**config.mk**
```make
export PLATFORM = sky130hd
export DESIGN_NAME = ysyx_25020037_wbu
export DESIGN_NICKNAME = d
export VERILOG_FILES = /design/src/rtl/ysyx_25020037_wbu.sv
export SDC_FILE = /design/constraint.sdc
export NUM_CORES = 1
export LEC_CHECK = 0
export ABC_AREA = 1
export CAP_MARGIN = 0
export CORE_MARGIN = 2
export CORE_UTILIZATION = 35
export DETAILED_ROUTE_END_ITERATION = 16
export DONT_BUFFER_PORTS = 1
export PLACE_DENSITY = 0.5
export SYNTH_ARGS = -nofsm -noshare
export SYNTH_HDL_FRONTEND = slang
export SYNTH_SLANG_ARGS = --single-unit
```
**constraint.sdc**
```tcl
create_clock -name clk -period 3.25 [get_ports clk]
set_input_delay 0 -clock clk [delete_from_list [all_inputs] [get_ports clk]]
set_output_delay 0 -clock clk [all_outputs]
set_load 0.01 [all_outputs]
```
**src/rtl/ysyx_25020037_wbu.sv**
```systemverilog
// Write-back unit: latches one retiring result, formats load data and hands it to the
// register file over a valid/ready handshake with a one-cycle CSR commit window.
module ysyx_25020037_wbu #(
    parameter int XLEN   = 32,
    parameter int CNT_WD = 64
) (
    input  logic              clk,
    input  logic              rst,
    input  logic              lsu_valid,
    output logic              wbu_ready,
    input  logic [XLEN-1:0]   exu_result,
    input  logic [XLEN-1:0]   load_data,
    input  logic [1:0]        mem_addr_lo,
    input  logic              load_en,
    input  logic [2:0]        load_funct3,
    input  logic              csr_sel,
    input  logic [XLEN-1:0]   csr_rdata,
    input  logic [XLEN-1:0]   csr_wdata,
    input  logic              rd_wen,
    input  logic              gpr_ready,
    output logic              wbu_valid,
    output logic              gpr_we,
    output logic [XLEN:0]     wu_to_gu_bus,
    output logic [XLEN-1:0]   csr_wcsr_data,
    output logic              inst_retire,
    output logic [CNT_WD-1:0] retire_cnt
);

    typedef enum logic [1:0] {
        IDLE   = 2'd0,
        SEND   = 2'd1,
        COMMIT = 2'd2
    } state_t;

    state_t state_q, state_d;

    logic [XLEN-1:0]   wdata_q;
    logic [XLEN-1:0]   csr_wdata_q;
    logic              rd_wen_q;
    logic              retire_q;
    logic [CNT_WD-1:0] cnt_q;

    logic              accept;
    logic              busy;
    logic [7:0]        ld_byte;
    logic [15:0]       ld_half;
    logic [XLEN-1:0]   load_fmt;
    logic [XLEN-1:0]   wdata_sel;

    assign accept = lsu_valid && (state_q == IDLE);
    assign busy   = (state_q != IDLE);

    // Formatting happens before the latch so only the final write-back value is stored.
    assign ld_byte = load_data[{mem_addr_lo, 3'b000} +: 8];
    assign ld_half = load_data[{mem_addr_lo[1], 4'b0000} +: 16];

    always_comb begin
        // NOTE: every always_comb output gets a default first so no path leaves it
        // unassigned, which would otherwise infer a latch.
        load_fmt = load_data;
        case (load_funct3)
            3'b000:  load_fmt = {{(XLEN-8){ld_byte[7]}}, ld_byte};
            3'b100:  load_fmt = {{(XLEN-8){1'b0}}, ld_byte};
            3'b001:  load_fmt = {{(XLEN-16){ld_half[15]}}, ld_half};
            3'b101:  load_fmt = {{(XLEN-16){1'b0}}, ld_half};
            default: load_fmt = load_data;
        endcase
    end

    always_comb begin
        wdata_sel = exu_result;
        if (load_en) begin
            wdata_sel = load_fmt;
        end else if (csr_sel) begin
            wdata_sel = csr_rdata;
        end
    end

    always_comb begin
        state_d = state_q;
        case (state_q)
            IDLE:    if (lsu_valid) state_d = SEND;
            SEND:    if (gpr_ready) state_d = COMMIT;
            COMMIT:  state_d = IDLE;
            default: state_d = IDLE;
        endcase
    end

    // NOTE: sequential state uses non-blocking assignments so every register samples
    // the pre-edge values regardless of statement order.
    always_ff @(posedge clk or posedge rst) begin
        if (rst) begin
            state_q <= IDLE;
        end else begin
            state_q <= state_d;
        end
    end

    // Payload registers only load on accept and hold through SEND and COMMIT.
    always_ff @(posedge clk or posedge rst) begin
        if (rst) begin
            wdata_q     <= '0;
            csr_wdata_q <= '0;
            rd_wen_q    <= 1'b0;
        end else if (accept) begin
            wdata_q     <= wdata_sel;
            csr_wdata_q <= csr_wdata;
            rd_wen_q    <= rd_wen;
        end
    end

    always_ff @(posedge clk or posedge rst) begin
        if (rst) begin
            retire_q <= 1'b0;
            cnt_q    <= '0;
        end else begin
            retire_q <= (state_q == COMMIT);
            if (state_q == COMMIT) begin
                cnt_q <= cnt_q + CNT_WD'(1);
            end
        end
    end

    assign wbu_ready     = (state_q == IDLE);
    assign wbu_valid     = busy;
    assign gpr_we        = busy && rd_wen_q;
    assign wu_to_gu_bus  = busy ? {gpr_we, wdata_q} : '0;
    assign csr_wcsr_data = csr_wdata_q;
    assign inst_retire   = retire_q;
    assign retire_cnt    = cnt_q;

endmodule
```
==> flow_metrics.tcl <==
set metrics [dict create \
    status "complete, no violations" \
    start_util 0.359 \
    clk_pin_slew_ns 0.06 \
    r2r_cells 7 \
    r2r_slack_ns 1.07 \
    ys_warn_count 0 \
    die_w_um 151 \
    gp_congestion 0.824 \
    fin_tns_setup_ns 0 \
    setup-violations-final 0 \
    cts_buffers 17 \
    dieArea_um2 22900 \
    rsz0062_at_grt "false" \
    cap_violations 0 \
    clock_latency_ns 0.42 \
    final_common_cell "nand2_1" \
    synthCells 1091 \
    min_period_over_period 0.880 \
    syn_to_final_growth_pct 28.0 \
    finalClockSkew_ns 0.0148 \
    antenna_found_initial 0 \
    yosysUniqueCellTypes 36 \
    worstSetupPathType "input pin to flip-flop" \
    final_layout_size_suffix_gt1_frac 0.0475 \
    dpl_cell_area_um2 7850 \
    core_region_area_um2 21200 \
    yosysSeqAreaShare 0.435 \
    grt_usage 0.226 \
    num-nets-final 1348 \
    cp.arrival_ns 3.16 \
    endpoint_kind "flip-flop" \
    worst_slew_pin_slew_ns 1.06 \
    grt_overflow_total 0 \
    dr.pass1.iters 5 \
    whs_ns 0.00971 \
    num_antenna_cells 0 \
    clock_path_buffers 2 \
    fp.dieH_um 151 \
    fmax_mhz 350 \
    p_total_uw 5580 \
    portBuffers 0 \
    cp_max_fo 26 \
    grt_max_degree 109 \
    ys_seq_elements 132 \
    via_count 7429 \
    power_leakage_uw 0.00448 \
    ys_async_sr_fraction 1.00 \
    r2r_end "wdata_q[16]" \
    final_hold_viol_count 0 \
    required_ns 3.54 \
    syn_area_per_cell_um2 6.96 \
    ant_nets 0 \
    syn_nets 1232 \
    cts_sinks 132 \
    cts_tree "done" \
    reg2reg_from "state_q[1]" \
    min_from "load_data[1]" \
    dp.final_hpwl_mm 18.3 \
    hp-class "input pin to flip-flop" \
    crit_path_start_kind "input pin" \
    vias_per_cell 4.97 \
    rows 53 \
    slew-limit-headroom 0.294 \
    root_buffer "clkbuf_16" \
    whs_endpoint "wdata_q[1]" \
    io_pins 273 \
    syn_area_um2 7590 \
    synth_ff_type "dfrtp_1" \
    ir_drop_mv 0.369 \
    drv_slew 0 \
    hold_path_depth 4 \
    grt_pass1_vias 7442 \
    drc 0 \
    drt_first_iter_violations 469 \
    powerDensity_nw_per_um2 574 \
    routed_wirelength_mm 25.7 \
    synth_edf_count 0 \
    period_needed_ns 2.86 \
    cts_max_level 4 \
    grt_pass1_wl_mm 39.9 \
    layout_common_cells "nand2_1, nor2_1, dfrtp_1" \
    final_area_um2 9720 \
    wl_per_cell_um 17.2 \
]
kinds of logic (layout without fill, tap and decap cells):
group,count (synthesis),after routing,synth area share
and+or+nand+nor,658,658,0.360
buffers and inverters,151,280,0.0779
DFF,132,132,0.435
AOI/OAI and AO/OA,106,106,0.0763
xor gates and xnor gates,43,43,0.0496
adders and majority gates,1,1,0.00165
flip-flops by register name (all words and copies together), names as in the netlist:
signal and cells:
csr_wcsr_data 32, inst_retire 1, state_q 2, wdata_q 32
retire_cnt 64, rd_wen_q 1
synth_stat cells (2+ instances only):
master	count	area (µm²)
a21oi_1	45	225
nor3_1	19	95.1
o22ai_1	6	37.5
nor2_1	174	653
clkinv_1	2	7.51
or2_2	2	12.5
a22oi_1	6	45.0
buf_4	4	30.0
xor2_1	23	201
nor2_2	8	50.1
nand4_1	20	125
dfrtp_1	132	3300
buf_2	8	40.0
o21ai_0	35	175
clkbuf_1	26	97.6
inv_1	109	409
o31ai_1	2	15.0
nand2_1	344	1290
nor2_4	2	22.5
o21ai_1	3	15.0
nand3_1	80	400
xnor2_1	20	175
nand3b_1	2	15.0
o211ai_1	7	52.6
where the power goes:
part / switching, µW / internal (µW) / total (µW)
clock network: 822 / 1070 / 1900
logic: 821 / 526 / 1350
registers: 322 / 2020 / 2340
routing by layer:
layer  share of wire  GRT usage  vias to the layer above
li1                -          -                     3688
met1            0.42      0.277                     3449
met2            0.50      0.396                      271
met3           0.072     0.0599                       21
met4           0.016     0.0561                        0
met5               0          0                        -
timing repair:
item	4_1_cts	5_1_grt
hold endpoints to repair	199	0
hold buffers	130	0
buffers inserted	0	0
gates resized for setup	0	0
stage by stage:
stage | cells | util | worst slack (ns)
CTS | 1495 | 0.460 | 0.416
floorplan | 1091 | - | 1.59
global route | 1495 | 0.460 | 0.318
finish | 1495 | 0.460 | 0.390
global placement | 1333 | 0.371 | 1.31
detailed placement | 1333 | 0.371 | 1.29
layout make-up:
cell class                 instances  area [µm²]
clock buffer                      17         425
clock inverter                    15         148
fill                            2133       11400
inverter                         112         424
multi-input combinational        808        3710
sequential                       132        3300
tap                              275         344
timing repair buffer             136        1370
worst max path at each step:
stage	startpoint	to	slack, ns
floorplan	retire_cnt[1]	retire_cnt[50]	1.59
global placement	retire_cnt[1]	retire_cnt[50]	1.31
detailed placement	retire_cnt[1]	retire_cnt[58]	1.29
CTS	load_funct3[1]	wdata_q[15]	0.42
global route	load_funct3[1]	wdata_q[15]	0.32
finish	load_funct3[1]	wdata_q[15]	0.39
worst max-delay path, cell delays in order:
cell and delay (ns):
dlygate4sd3_1 1.17, a21oi_1 0.14, dlygate4sd3_1 0.59, nand2_1 0.08, dlygate4sd3_1 0.56, a21oi_1 0.06, dlygate4sd3_1 0.55
Power figures use the tool's default switching activity.
